[config.mk]
export PLATFORM = sky130hd
export DESIGN_NAME = uart_rx
export DESIGN_NICKNAME = d
export VERILOG_FILES = /design/src/rtl/uart_pkg.sv /design/src/rtl/uart_baud_tick.sv /design/src/rtl/uart_rx.sv
export SDC_FILE = /design/constraint.sdc
export NUM_CORES = 1
export LEC_CHECK = 0
export ABC_AREA = 1
export BUFFER_PORTS_ARGS = -buffer_cell sky130_fd_sc_hd__buf_2
export CORE_MARGIN = 3
export CORE_UTILIZATION = 60
export DETAILED_ROUTE_END_ITERATION = 10
export GPL_TIMING_DRIVEN = 0
export PLACE_DENSITY = 0.79
export SLEW_MARGIN = 40
export SYNTH_ARGS = -nofsm -noshare
export SYNTH_HDL_FRONTEND = slang
export SYNTH_SLANG_ARGS = --single-unit
[constraint.sdc]
create_clock -name clk_in -period 4.1 [get_ports clk_in]
set_clock_uncertainty 0.05 [all_clocks]
set_input_delay 1.23 -clock clk_in [delete_from_list [all_inputs] [get_ports clk_in]]
set_output_delay 1.23 -clock clk_in [all_outputs]
set_load 0.02 [all_outputs]
[src/rtl/uart_pkg.sv]
// uart_pkg: shared UART definitions used by the receiver and the transmitter.
// Holds the FSM state encoding and the oversampling/framing constants.
// No ports; import with `import uart_pkg::*;`.
package uart_pkg;

  // Receiver/transmitter phase within a frame.
  typedef enum logic [1:0] {
    IDLE  = 2'd0,
    START = 2'd1,
    DATA  = 2'd2,
    STOP  = 2'd3
  } uart_state_e;

  localparam int OVS          = 16;  // oversample ticks per bit
  localparam int DATA_BITS    = 8;   // data bits per frame, LSB first
  localparam int START_SAMPLE = 8;   // tick index of mid start bit

endpackage

[src/rtl/uart_baud_tick.sv]
// uart_baud_tick: restartable oversample tick generator (one tick every OVS_DIV clocks).
// Latency: first tick OVS_DIV cycles after restart; no backpressure, free-running otherwise.
// Ports: clk_in/rst (async high) clock+reset, restart zeroes the count, tick is high for one cycle.
module uart_baud_tick #(
  parameter int unsigned OVS_DIV = 27
) (
  input  logic clk_in,
  input  logic rst,
  input  logic restart,
  output logic tick
);

  localparam logic [15:0] LAST = 16'(OVS_DIV - 1);

  logic [15:0] r_cnt;

  always_ff @(posedge clk_in or posedge rst) begin
    if (rst) begin
      r_cnt <= '0;
    end else if (restart || (r_cnt == LAST)) begin
      r_cnt <= '0;
    end else begin
      r_cnt <= r_cnt + 16'd1;
    end
  end

  // Restart does not mask tick combinationally, so the FSM can use the tick
  // that ends a phase and request the restart for the next phase together.
  assign tick = (r_cnt == LAST);

endmodule

[src/rtl/uart_rx.sv]
// uart_rx: 8N1 UART receiver, 16x oversampled, single clock domain.
// Latency: data_valid/frame_err pulse 2 + 152*OVS_DIV cycles after the start edge is seen.
// Backpressure: none; each byte is presented once with a one-cycle data_valid strobe.
// Ports: clk_in, rst (async high), rx_in (async serial line, idle high),
//        data_out (last good byte), data_valid, frame_err (one-cycle pulses), busy (not IDLE).
module uart_rx
  import uart_pkg::*;
#(
  parameter int unsigned OVS_DIV = 27
) (
  input  logic       clk_in,
  input  logic       rst,
  input  logic       rx_in,
  output logic [7:0] data_out,
  output logic       data_valid,
  output logic       frame_err,
  output logic       busy
);

  localparam logic [3:0] START_LAST = 4'(START_SAMPLE - 1);
  localparam logic [3:0] OVS_LAST   = 4'(OVS - 1);
  localparam logic [2:0] BIT_LAST   = 3'(DATA_BITS - 1);

  uart_state_e r_state;
  logic        r_sync1;
  logic        r_rx_s;
  logic        r_rx_d;
  logic [3:0]  r_sample;
  logic [2:0]  r_bit;
  logic [7:0]  r_shift;
  logic [7:0]  r_data;
  logic        r_valid;
  logic        r_ferr;

  logic w_tick;
  logic w_start_edge;
  logic w_restart;

  // Two-flop synchroniser plus one delay flop for edge detection. Reset to
  // the idle level so a reset never manufactures a start edge by itself.
  always_ff @(posedge clk_in or posedge rst) begin
    if (rst) begin
      r_sync1 <= 1'b1;
      r_rx_s  <= 1'b1;
      r_rx_d  <= 1'b1;
    end else begin
      r_sync1 <= rx_in;
      r_rx_s  <= r_sync1;
      r_rx_d  <= r_rx_s;
    end
  end

  assign w_start_edge = r_rx_d & ~r_rx_s;

  // Realign the tick counter whenever a new phase (START, DATA, STOP) begins.
  always_comb begin
    w_restart = 1'b0;
    case (r_state)
      IDLE:  w_restart = w_start_edge;
      START: w_restart = w_tick && (r_sample == START_LAST) && !r_rx_s;
      DATA:  w_restart = w_tick && (r_sample == OVS_LAST) && (r_bit == BIT_LAST);
      default: w_restart = 1'b0;
    endcase
  end

  uart_baud_tick #(
    .OVS_DIV (OVS_DIV)
  ) u_baud_tick (
    .clk_in  (clk_in),
    .rst     (rst),
    .restart (w_restart),
    .tick    (w_tick)
  );

  always_ff @(posedge clk_in or posedge rst) begin
    if (rst) begin
      r_state  <= IDLE;
      r_sample <= '0;
      r_bit    <= '0;
      r_shift  <= '0;
      r_data   <= '0;
      r_valid  <= 1'b0;
      r_ferr   <= 1'b0;
    end else begin
      r_valid <= 1'b0;
      r_ferr  <= 1'b0;
      case (r_state)
        IDLE: begin
          if (w_start_edge) begin
            r_state  <= START;
            r_sample <= '0;
          end
        end
        START: begin
          if (w_tick) begin
            if (r_sample == START_LAST) begin
              r_sample <= '0;
              // A line that is high again by mid start bit was a glitch.
              if (!r_rx_s) begin
                r_state <= DATA;
                r_bit   <= '0;
              end else begin
                r_state <= IDLE;
              end
            end else begin
              r_sample <= r_sample + 4'd1;
            end
          end
        end
        DATA: begin
          if (w_tick) begin
            if (r_sample == OVS_LAST) begin
              r_sample <= '0;
              r_shift  <= {r_rx_s, r_shift[7:1]};
              r_bit    <= r_bit + 3'd1;
              if (r_bit == BIT_LAST) begin
                r_state <= STOP;
              end
            end else begin
              r_sample <= r_sample + 4'd1;
            end
          end
        end
        STOP: begin
          if (w_tick) begin
            if (r_sample == OVS_LAST) begin
              r_sample <= '0;
              r_state  <= IDLE;
              if (r_rx_s) begin
                r_data  <= r_shift;
                r_valid <= 1'b1;
              end else begin
                r_ferr  <= 1'b1;
              end
            end else begin
              r_sample <= r_sample + 4'd1;
            end
          end
        end
        default: r_state <= IDLE;
      endcase
    end
  end

  assign data_out   = r_data;
  assign data_valid = r_valid;
  assign frame_err  = r_ferr;
  // Combinational from state so an async reset drops busy immediately.
  assign busy       = (r_state != IDLE);

endmodule

==> results of run 1 <==
## cell usage after synthesis (2+ instances only)
library cell,n
buf_4,2
dfrtp_1,43
dfstp_2,3
ha_1,5
inv_1,35
nand2_1,58
nand2_2,3
nand3_1,24
nand4_1,5
nor2_1,40
nor2_2,2
nor3_1,5
o21ai_0,14
o21ai_2,8
xnor2_1,3
xor2_1,12
## layout make-up
type                            count  area [sq um]
Fill cell                         279         975.9
Clock inverter                      2         12.51
Clock buffer                        6         82.58
Sequential cell                    46          1155
Buffer                              5         46.29
Timing Repair Buffer               14         85.08
Tap cell                           46         57.56
Multi-Input combinational cell    184         968.4
Inverter                           36         137.6
## cell families (layout without fill, tap and decap cells)
| kind of cell | after synthesis | after routing | share of synthesized area |
|---|---|---|---|
| simple gates | 142 | 142 | 0.2752 |
| flops | 46 | 46 | 0.5011 |
| buf+inv | 41 | 63 | 0.07871 |
| compound gates | 22 | 22 | 0.06081 |
| xor+xnor | 15 | 15 | 0.05700 |
| fa+ha+maj | 5 | 5 | 0.02714 |
## per-stage QoR
| step | utilization | hold slack [ns] | total power (W) | instance area (sq um) |
|---|---|---|---|---|
| floorplan | - | 0.2952 | 0.0007484 | 2305 |
| global placement | 0.6894 | 0.3004 | 0.0008013 | 2427 |
| detailed placement | 0.6958 | 0.3001 | 0.0008146 | 2450 |
| CTS | 0.7228 | 0.3122 | 0.001097 | 2545 |
| global route | 0.7228 | 0.3179 | 0.001165 | 2545 |
| finish | 0.7228 | 0.3106 | 0.001086 | 2545 |
## sequential cells by signal, summed over array words and instances, names as in the netlist, 3 cells and up, named ones only
register           flops
r_sample               4
r_bit                  3
r_shift                8
data_out               8
u_baud_tick.r_cnt     16
## layer usage
metal / track usage / up-vias / wire, microns
met5: 0 / - / 0
met4: 0.09429 / 0 / 51
met3: 0.04105 / 6 / 193
met2: 0.3345 / 46 / 1937
met1: 0.2738 / 805 / 1940
li1: - / 887 / -
## critical path: stages, from the launching register on
cell	delay [ns]
dfrtp_1	0.36
buf_2	0.16
nor2_1	0.17
inv_1	0.10
buf_2	0.17
## power by group
group,internal (W),total [W],switching [W]
Combinational,0.0000953,0.000278,0.000183
Sequential,0.000493,0.000529,0.0000362
Clock,0.000135,0.000278,0.000143
Total,0.000724,0.00109,0.000362
## worst min path at each step
stage | end | start
2_1_floorplan | r_rx_s | r_sync1
3_3_place_gp | r_rx_s | r_sync1
3_5_place_dp | r_rx_s | r_sync1
4_1_cts | r_rx_s | r_sync1
5_1_grt | r_rx_s | r_sync1
6_report | r_rx_s | r_sync1
==> key figures, run 1 <==
Run status
  • Run status: completed

Logic synthesis
  • Synth Flop Type: dfrtp_1
  • Syn Std Cell Area: approximately 0.0023 sq mm
  • EDFF count, synth: 0
  • Post-Syn Nets: 279
  • Post-synth top area cell: dfrtp_1
  • Synth top area cells: dfrtp_1 (47%), nand2_1 (9.4%), nor2_1 (6.5%), inv_1 (5.7%), nand3_1 (5.2%)
  • Post-synthesis cell type count: 25
  • Yosys warns: 0
  • FFs w/ async S/R, synth: 1.000
  • #FFs+latches synth: 46
  • Seq/Total Area, Yosys: 0.5011
  • Mapped Cells: around 270
  • Syn Area/Cell: 8.504 sq um
  • Yosys top cell area share: 0.4669

Place
  • # port buffers: 13
  • Hpwl dp: 3070 microns
  • Pre-CTS WS: 1.898 ns
  • Placed cells: between 300 and 400
  • GPL Wtd Cong: 0.9726

Floorplanning
  • Die width: 67.98 microns
  • Die area: 0.004621 sq mm
  • Chip Height: a little under 70 microns
  • Row cnt: 21
  • Starting Density: 0.6546
  • I/O pin count: 14
  • Core ar.: around 0.0035 sq mm

Min path
  • Hold Path Class: register to register
  • WHS Path Cells: 0

Drt
  • First-pass iteration count of the detailed router: 4
  • Post-DR vias/cell: 5.145
  • Vias: around 1700
  • DRC: 0
  • Initial DRC count: 134
  • WL per Instance: 12.16 microns
  • Post-DRT Antenna Nets: 0
  • Drt total wl: 4123 microns

CTS
  • Clock sink total: 46
  • Post-CTS Hold Fix Bufs: 0
  • Clk_lat worst skew: 0.29 ns
  • CTS tree: built
  • Htree depth: 2
  • Setup bufs post-CTS: 0
  • Max clock buf depth: 2
  • Root Driver: clkbuf_8
  • Worst-path clk slew: 0.08 ns
  • # resized after CTS: 0
  • Num CTS Buffers: 5

GRT
  • Tot GR Track Use: 0.2089
  • Vias in the first global route: 1671
  • Largest net degree at the start of global routing: 35
  • Initial antenna violation count: 0
  • GRT overflow: 0
  • First-pass GRT wire length: 7176 microns

Finish
  • Final #Nets: 300
  • Commonest non-fill, non-tap cell in the layout: nand2_1
  • P&R area growth vs syn: 10.42%
  • Most frequent cells in the layout: nand2_1 (58), dfrtp_1 (43), nor2_1 (40)
  • Fin cells: 339
  • Ant. Diodes: 0
  • Layout cells sized above 1: 0.1672

Timing
  • Final count of pins violating max slew: 0
  • Setup violations, final: 0
  • Peak Freq: 396.1 MHz
  • Slew HR: 0.7382
  • Final hold viol count: 0
  • Fin crit share: 0.6157
  • TNS Setup: 0 ns
  • Final setup margin: 1.576 ns
  • Worst slew pin tran: approximately 0.4 ns
  • Fin crit period: 2.524 ns
  • RSZ-0062 raised after global routing: false

Pwr
  • Static Leak: 1.308 nW
  • Pwr dens: approximately 430 mW/mm^2
  • VDD IR-drop max: 0.2849 mV

Worst setup path
  • Capturing point of the worst reg2reg path: u_baud_tick.r_cnt[4]
  • Crit Path Category: register to output pin
  • Setup crit end kind: output pin
  • R2R setup slack: around 2.4 ns
  • Critical Path Sink: busy
  • Critical Path RT: 2.82 ns
  • Reg2reg start: u_baud_tick.r_cnt[0]
  • Crit start category: register
  • Crit path DAT: 1.24 ns
  • Max FO, Critical Path: 9
  • Reg2reg path depth: 12

Flow run
  • MaxCap Viol Count: 0
Power figures use the tool's default switching activity.
==> run 2: changes to the inputs <==
Settings changed: CORE_UTILIZATION 60 to 54, PLACE_DENSITY 0.79 to 0.75.
Clock period 4.1 ns to 2 ns, I/O delays scaled along.
==> key figures, run 2 (synthesis results as in run 1) <==
Place
  • # port buffers: 13
  • Hpwl dp: a little under 3000 microns
  • Area post-placement: 0.002462 sq mm
  • GPL Wtd Cong: 0.9554

Finish
  • Commonest non-fill, non-tap cell in the layout: nand2_1
  • Layout cells sized above 1: 0.1638
  • P&R area growth vs syn: 10.64%
  • Final #Nets: 300
  • Final core utilization: 0.6284
  • Fill count: around 330
  • Ant. Diodes: 0
  • Design area: 0.002550 sq mm
  • Max reg flops: 16
  • Top reg by flops: u_baud_tick.r_cnt
  • Most frequent cells in the layout: nand2_1 (58), dfrtp_1 (43), nor2_1 (40)

CTS
  • Max clock buf depth: 2
  • CTS tree: built
  • Htree depth: 2
  • Worst-path clk slew: 0.09 ns
  • Clock sink total: 46
  • Clk_lat worst skew: 0.29 ns
  • Setup bufs post-CTS: 0
  • Root Driver: clkbuf_8
  • Num CTS Buffers: 5
  • Post-CTS Hold Fix Bufs: 0
  • # resized after CTS: 0

Timing
  • Worst slew pin tran: between 0.3 and 0.4 ns
  • TNS Setup: 0 ns
  • Final count of pins violating max slew: 0
  • Fin crit period: approximately 1.9 ns
  • Slew HR: 0.7816
  • Peak Freq: ~520 MHz
  • Fin crit share: 0.9564
  • RSZ-0062 raised after global routing: false
  • Hold slack final: 0.2147 ns
  • Final hold viol count: 0
  • Setup violations, final: 0

Worst setup path
  • Crit Path Category: register to output pin
  • Critical Path RT: 1.35 ns
  • Reg2reg path depth: 12
  • Max FO, Critical Path: 9
  • Crit path top cell by count: buf_2
  • Critical Path Sink: busy
  • Crit path cell chain: buf_2 > nor2_1 > inv_1 > buf_2
  • Reg2reg start: u_baud_tick.r_cnt[0]
  • Capturing point of the worst reg2reg path: u_baud_tick.r_cnt[3]
  • CP peak stage delay: 0.36 ns
  • Crit path DAT: 1.26 ns
  • Crit start category: register
  • CP max stage cell: dfrtp_1
  • Setup crit end kind: output pin
  • R2R setup slack: 0.25 ns

Drt
  • Post-DRT Antenna Nets: 0
  • Post-DR vias/cell: 5.067
  • Vias: 1738
  • Drt total wl: 4008 microns
  • WL per Instance: 11.69 microns
  • Initial DRC count: 114
  • DRC: 0
  • First-pass iteration count of the detailed router: 5

Pwr
  • Final total power: 0.002199 W
  • Switch Pwr: between 0.0007 and 0.0008 W
  • Int Pwr: around 0.0015 W
  • Comb power frac: 0.258
  • Clock power share: 0.248
  • Static Leak: 1.301 nW
  • Sequential fraction of design power: 0.494
  • Pwr dens: about 860 mW/mm^2
  • VDD IR-drop max: ~0.62 mV
  • Net Sw Frac: 0.3392

Floorplanning
  • Core ar.: just over 0.004 sq mm
  • Starting Density: 0.5680
  • Chip Height: slightly above 70 microns
  • Die area: 0.005088 sq mm
  • Row cnt: 23
  • Die width: roughly 71 microns
  • I/O pin count: 14

GRT
  • Initial antenna violation count: 0
  • Largest net degree at the start of global routing: 25
  • Vias in the first global route: approximately 1700
  • GRT overflow: 0
  • Tot GR Track Use: 0.1761
  • First-pass GRT wire length: 7203 microns

Run status
  • Run status: completed

Min path
  • Hold Path Class: primary input to asynchronous set/reset pin

Flow run
  • MaxCap Viol Count: 0
[run 2: metal layers]
layer	GRT usage	routed length, microns
met3	0.03086	108
met2	0.2837	1880
met1	0.2431	1996
met5	0	0
met4	0.05637	23
[run 2: worst min path at each step]
stage	from	end	slack, ns	cells after the start
after floorplan	r_sync1	r_rx_s	0.30	0
after global placement	r_sync1	r_rx_s	0.30	0
after detailed placement	r_sync1	r_rx_s	0.30	0
after CTS	rst	data_out[4]	0.22	2
after global routing	rst	r_shift[3]	0.22	2
final	rst	data_out[4]	0.21	2
[run 2: area by class of cell]
class / count / area [sq um] / share of cell area
buffer: 5 / 46.29 / 0.01816
clock buffer: 6 / 72.57 / 0.02846
clock inverter: 2 / 15.01 / 0.005888
inverter: 36 / 137.6 / 0.05397
multi-input combinational: 184 / 968.4 / 0.3798
sequential: 46 / 1155 / 0.4529
tap: 50 / 62.56 / 0.02453
timing repair buffer: 14 / 92.59 / 0.03631
[run 2: metrics by stage]
stage | setup WS (ns) | instances
global placement | -0.3149 | 334
CTS | 0.09701 | 343
detailed placement | 0.2822 | 335
global route | 0.01841 | 343
floorplan | 0.2672 | 271
finish | 0.08729 | 343
[run 2: critical path, delay by kind of cell (launching register included)]
kind | cells | cell delay, ns
buffers and inverters | 3 | 0.44
DFF | 1 | 0.36
and+or+nand+nor | 1 | 0.18
[run 2: power groups by stage]
stage                     clock (W)  sequential, W  combinational (W)
after detailed placement          0        0.00110           0.000560
after CTS                  0.000564        0.00109           0.000568
final                      0.000544        0.00109           0.000568
after global placement            0        0.00110           0.000547
after floorplan                   0        0.00109           0.000449
after global routing       0.000608        0.00110           0.000648
